==> src/rtl/fft_stage_sequencer.sv <==
// Address/twiddle sequencer for an in-place radix-2 DIT FFT.
// Each stage issues N/2 butterflies, then waits for the datapath write-backs to finish.
module fft_stage_sequencer #(
  parameter int N_LOG2   = 3,
  parameter int ADDR_W   = 10,
  parameter int PIPE_LAT = 2,
  localparam int TW_W    = (N_LOG2 > 1) ? N_LOG2 - 1 : 1,
  localparam int SW      = $clog2(N_LOG2 + 1)
) (
  input  logic              clk_i,
  input  logic              rst_i,
  input  logic              start_i,
  output logic              busy_o,
  output logic              done_o,
  output logic              rd_en_o,
  output logic [ADDR_W-1:0] rd_addr_a_o,
  output logic [ADDR_W-1:0] rd_addr_b_o,
  output logic [TW_W-1:0]   tw_idx_o,
  output logic [SW-1:0]     stage_o,
  output logic              wr_en_o,
  output logic [ADDR_W-1:0] wr_addr_a_o,
  output logic [ADDR_W-1:0] wr_addr_b_o
);

  localparam int          BW = TW_W;
  localparam int          DW = (PIPE_LAT > 1) ? $clog2(PIPE_LAT) : 1;
  localparam int unsigned PL = PIPE_LAT;

  localparam logic [BW-1:0] B_LAST = BW'((1 << (N_LOG2 - 1)) - 1);
  localparam logic [DW-1:0] D_LAST = DW'(PIPE_LAT - 1);
  localparam logic [SW-1:0] S_LAST = SW'(N_LOG2 - 1);

  typedef enum logic [1:0] {S_IDLE, S_RUN, S_DRAIN, S_DONE} state_t;

  state_t            r_state;
  logic [BW-1:0]     r_bfly;
  logic [SW-1:0]     r_stage;
  logic [DW-1:0]     r_drain;
  logic              r_busy;
  logic              r_done;
  logic              r_rd_en;
  logic [ADDR_W-1:0] r_rd_a;
  logic [ADDR_W-1:0] r_rd_b;
  logic [TW_W-1:0]   r_tw;

  logic              r_pipe_en [PL];
  logic [ADDR_W-1:0] r_pipe_a  [PL];
  logic [ADDR_W-1:0] r_pipe_b  [PL];

  logic              w_issue;
  logic [BW-1:0]     w_nxt_bfly;
  logic [SW-1:0]     w_nxt_stage;
  logic [N_LOG2-1:0] w_bx;
  logic [N_LOG2-1:0] w_mask;
  logic [N_LOG2-1:0] w_a;
  logic [N_LOG2-1:0] w_b;
  logic [TW_W-1:0]   w_k;

  // The butterfly to issue next: continue the stage in RUN, otherwise butterfly 0
  // of stage 0 (from IDLE) or of the following stage (end of DRAIN).
  always_comb begin
    w_issue     = 1'b0;
    w_nxt_bfly  = BW'(r_bfly + 1'b1);
    w_nxt_stage = r_stage;
    case (r_state)
      S_IDLE:  w_issue = start_i;
      S_RUN:   w_issue = (r_bfly != B_LAST);
      S_DRAIN: w_issue = (r_drain == D_LAST) && (r_stage != S_LAST);
      default: w_issue = 1'b0;
    endcase
    if (r_state != S_RUN) begin
      w_nxt_bfly  = '0;
      w_nxt_stage = (r_state == S_IDLE) ? '0 : SW'(r_stage + 1'b1);
    end
  end

  // A = group base (b with bit s opened up) + position; B sits one span above A.
  always_comb begin
    w_bx   = N_LOG2'(w_nxt_bfly);
    w_mask = (N_LOG2'(1) << w_nxt_stage) - N_LOG2'(1);
    w_a    = ((w_bx & ~w_mask) << 1) | (w_bx & w_mask);
    w_b    = w_a | (N_LOG2'(1) << w_nxt_stage);
    w_k    = TW_W'(w_bx & w_mask) << (S_LAST - w_nxt_stage);
  end

  always_ff @(posedge clk_i) begin
    if (rst_i) begin
      r_state <= S_IDLE;
      r_bfly  <= '0;
      r_stage <= '0;
      r_drain <= '0;
      r_busy  <= 1'b0;
      r_done  <= 1'b0;
      r_rd_en <= 1'b0;
      r_rd_a  <= '0;
      r_rd_b  <= '0;
      r_tw    <= '0;
      for (int unsigned i = 0; i < PL; i++) begin
        r_pipe_en[i] <= 1'b0;
        r_pipe_a[i]  <= '0;
        r_pipe_b[i]  <= '0;
      end
    end else begin
      r_done  <= 1'b0;
      r_rd_en <= w_issue;
      if (w_issue) begin
        r_bfly  <= w_nxt_bfly;
        r_stage <= w_nxt_stage;
        r_rd_a  <= ADDR_W'(w_a);
        r_rd_b  <= ADDR_W'(w_b);
        r_tw    <= w_k;
      end

      case (r_state)
        S_IDLE: begin
          if (start_i) begin
            r_state <= S_RUN;
            r_busy  <= 1'b1;
          end
        end
        S_RUN: begin
          if (r_bfly == B_LAST) begin
            r_state <= S_DRAIN;
            r_drain <= '0;
          end
        end
        S_DRAIN: begin
          if (r_drain == D_LAST) begin
            if (r_stage == S_LAST) begin
              r_state <= S_DONE;
              r_done  <= 1'b1;
            end else begin
              r_state <= S_RUN;
            end
          end else begin
            r_drain <= DW'(r_drain + 1'b1);
          end
        end
        S_DONE: begin
          r_state <= S_IDLE;
          r_busy  <= 1'b0;
        end
        default: r_state <= S_IDLE;
      endcase

      r_pipe_en[0] <= r_rd_en;
      r_pipe_a[0]  <= r_rd_a;
      r_pipe_b[0]  <= r_rd_b;
      for (int unsigned i = 1; i < PL; i++) begin
        r_pipe_en[i] <= r_pipe_en[i-1];
        r_pipe_a[i]  <= r_pipe_a[i-1];
        r_pipe_b[i]  <= r_pipe_b[i-1];
      end
    end
  end

  assign busy_o      = r_busy;
  assign done_o      = r_done;
  assign rd_en_o     = r_rd_en;
  assign rd_addr_a_o = r_rd_a;
  assign rd_addr_b_o = r_rd_b;
  assign tw_idx_o    = r_tw;
  assign stage_o     = r_stage;
  assign wr_en_o     = r_pipe_en[PL-1];
  assign wr_addr_a_o = r_pipe_a[PL-1];
  assign wr_addr_b_o = r_pipe_b[PL-1];

endmodule

==> config.mk <==
export PLATFORM = sky130hd
export DESIGN_NAME = fft_stage_sequencer
export DESIGN_NICKNAME = d
export VERILOG_FILES = /design/src/rtl/fft_stage_sequencer.sv
export SDC_FILE = /design/constraint.sdc
export NUM_CORES = 1
export LEC_CHECK = 0
export ABC_AREA = 1
export BUFFER_PORTS_ARGS = -buffer_cell sky130_fd_sc_hd__clkbuf_2
export CAP_MARGIN = 15
export CORE_MARGIN = 2
export CORE_UTILIZATION = 30
export CTS_CLUSTER_DIAMETER = 200
export DETAILED_ROUTE_END_ITERATION = 10
export SYNTH_ARGS = -nofsm -noshare
export SYNTH_HDL_FRONTEND = slang
export SYNTH_SLANG_ARGS = --single-unit
==> constraint.sdc <==
create_clock -name clk_i -period 4.4 [get_ports clk_i]
set_input_delay 0.66 -clock clk_i [delete_from_list [all_inputs] [get_ports clk_i]]
set_output_delay 0.66 -clock clk_i [all_outputs]
set_load 0.02 [all_outputs]
==> results.ini <==
[status]
status=completed

[placement]
dpl_cell_area_um2=1580
pre_cts_ws_ns=2.56
io_buffers=22
place.gp.congestion=0.845
hpwl_um=1860

[yosys]
synthTopCellsByArea=dfxtp_1 41%, buf_4 16%, nand2_1 9.0%
ys_ff_latch=32
synth.distinct_cells=27
netlist_instances=201
syn_area_per_cell_um2=7.72
async_reset_ff_frac=0
synth_ff_type=dfxtp_1
synth_edf_count=0
synthesis.area_um2=1550
post-synth-top-area-cell=dfxtp_1
yosysSeqAreaShare=0.413
yosys_warnings=0
synth_top_area_share=0.413

[sta]
hold_ws_ns=0.400
rsz0062_at_grt=false
skew_ns=0.00508
hold_violations=0
setup_ws_ns=2.53
worst_pin_slew_ns=0.550
slew_headroom=0.633
setup_tns_ns=0
fmax_mhz=536
setup_viol=0
post-route-min-period_ns=1.87
period_share=0.424
drv_slew=0

[route]
drcViolationCount=0
wl_per_cell_um=8.68
routed-via-count=1102
drt_wl_total_um=2520
detail-route-antenna-nets=0
via_per_inst=3.80
drt_iter0_markers=40
drt_pass1_iterations=4

[floorplanning]
die-area_um2=5760
start_util=0.308
rows=26
core-area_um2=5040
die_x_um=75.9
die_height_um=75.9
io_pins=51

[min_path]
min_path_cells=2
hold_start=r_pipe_b[0][2]$_SDFF_PP0_
hold_end=r_pipe_b[0][12]$_SDFF_PP0_
hold_class=flip-flop to flip-flop

[pwr]
p_sw_mw=0.354
pwr-share-clk=0.234
power_density_nw_per_um2=541
seq_power_share=0.418
ir_worst_vdd_v=0.000140
p_int_mw=0.541
combPwrFrac=0.348
p_sw_frac=0.396
power.leakage_nw=0.829

[setup_path]
crit_top_cell=inv_1
cp_cell_sequence=inv_1 -> ha_1 -> inv_1 -> nand2_1 -> nand2_1 -> inv_1 -> ha_1 -> inv_1 -> nand3_1 -> nor2_1 -> nand2_1 -> o21ai_1
required_ns=4.61
regToRegEndpoint=tw_idx_o[0]$_SDFFE_PP0P_
crit_type=flip-flop to flip-flop
crit-reg2reg-launch=stage_o[0]$_SDFFE_PP0P_
reg2reg_slack_ns=2.53
worstPathArrival_ns=2.08
crit_slowest_cell=dfxtp_1
start_kind=flip-flop
reg2regPathDepth=12
worst_setup_path_end_kind=flip-flop
cpPeakStageDelay_ns=0.40
path_max_fanout=5

[grt]
track_usage=0.0932
grt_pass1_wl_um=4350
first_global_vias=1006
grt_max_degree=23
antenna_found_initial=0
grt.overflow.total=0

[cts]
cts-resized-gates=0
cts_tree=built
hold_buffers=0
cts_sinks=32
cts_root_buf=clkbuf_8
htreeDepth=2
postCtsSetupBuffers=0
clk_pin_slew_ns=0.07
cts-buffers-inserted=5
cts.path.max_buffers=2
clk_latency_ns=0.28

[layout]
final_cell_mix=37 x nand2_1, 32 x dfxtp_1, 28 x inv_1, 28 x conb_1, 22 x clkbuf_2
n_antenna_cell=0
n_fill_cell=548
register_area_um2=641
drive_above_1_share=0.214
fin_area_um2=1650
multi_input_area_um2=621
nets=227
synthToLayoutAreaGrowth_pct=6.61
final_common_cell=nand2_1

[flow_run]
cap_violations=0

-- layer usage --
| metal | vias up | track usage | wire [µm] |
|---|---|---|---|
| met4 | 0 | 0.0709 | 69 |
| met2 | 45 | 0.140 | 1090 |
| li1 | 583 | - | - |
| met5 | - | 0 | 0 |
| met1 | 466 | 0.113 | 1210 |
| met3 | 8 | 0.0262 | 154 |
-- worst max-delay path: cells and delay by family (launching register included) --
family | cells | cell delay, ns
simple gates | 5 | 0.46
fa+ha+maj | 2 | 0.54
flops | 1 | 0.40
buf+inv | 4 | 0.29
compound gates | 1 | 0.12
-- Yosys cell counts (2+ instances only) --
cell type	count
buf_4	34
a21oi_1	8
nand3_1	6
nand2_1	37
nand4_1	3
inv_1	28
nor2_2	5
nand2_2	7
o21ai_0	2
dfxtp_1	32
nor2_1	18
inv_2	2
ha_1	4
clkbuf_1	2
-- layout make-up --
class,count,area share
clock inverter,1,0.00303
clock buffer,6,0.0439
sequential,32,0.387
inverter,31,0.0711
tap,70,0.0529
multi-input combinational,128,0.375
timing repair buffer,22,0.0666
-- state kept, by name, indices dropped and copies added, names as in the netlist --
signal / count
r_pipe_a: 6
r_pipe_b: 6
rd_addr_a_o: 3
rd_addr_b_o: 3
r_bfly: 2
r_pipe_en: 2
r_state: 2
stage_o: 2
tw_idx_o: 2
busy_o: 1
done_o: 1
r_drain: 1
rd_en_o: 1
-- metrics by stage --
stage                     total power [mW]  cells   util
after floorplan                      0.653    228      -
after global placement               0.696    283  0.313
after detailed placement             0.696    283  0.313
after CTS                            0.904    290  0.328
after global routing                 0.962    290  0.328
final                                0.896    290  0.328
-- power by group through the flow --
stage	clock, mW	combinational (mW)	sequential (mW)
2_1_floorplan	0	0.246	0.407
3_3_place_gp	0	0.314	0.382
3_5_place_dp	0	0.314	0.382
4_1_cts	0.212	0.315	0.376
5_1_grt	0.225	0.354	0.382
6_report	0.210	0.311	0.374
-- worst max-delay path by stage --
stage                                  startpoint                  endpoint  slack, ns  cells past startpoint
after detailed placement  stage_o[0]$_SDFFE_PP0P_  tw_idx_o[0]$_SDFFE_PP0P_       2.56                     12
after floorplan           stage_o[0]$_SDFFE_PP0P_  tw_idx_o[0]$_SDFFE_PP0P_       2.63                      9
after global placement    stage_o[0]$_SDFFE_PP0P_  tw_idx_o[0]$_SDFFE_PP0P_       2.55                     12
after CTS                 stage_o[0]$_SDFFE_PP0P_  tw_idx_o[0]$_SDFFE_PP0P_       2.53                     12
after global routing      stage_o[0]$_SDFFE_PP0P_  tw_idx_o[0]$_SDFFE_PP0P_       2.30                     12
final                     stage_o[0]$_SDFFE_PP0P_  tw_idx_o[0]$_SDFFE_PP0P_       2.53                     12
-- logic make-up after synthesis --
family	synth area share
adders and majority gates	0.0323
DFF	0.413
and+or+nand+nor	0.250
buffers and inverters	0.252
AOI/OAI and AO/OA	0.0500
other	0.00242
(Power assumes the default switching activity.)
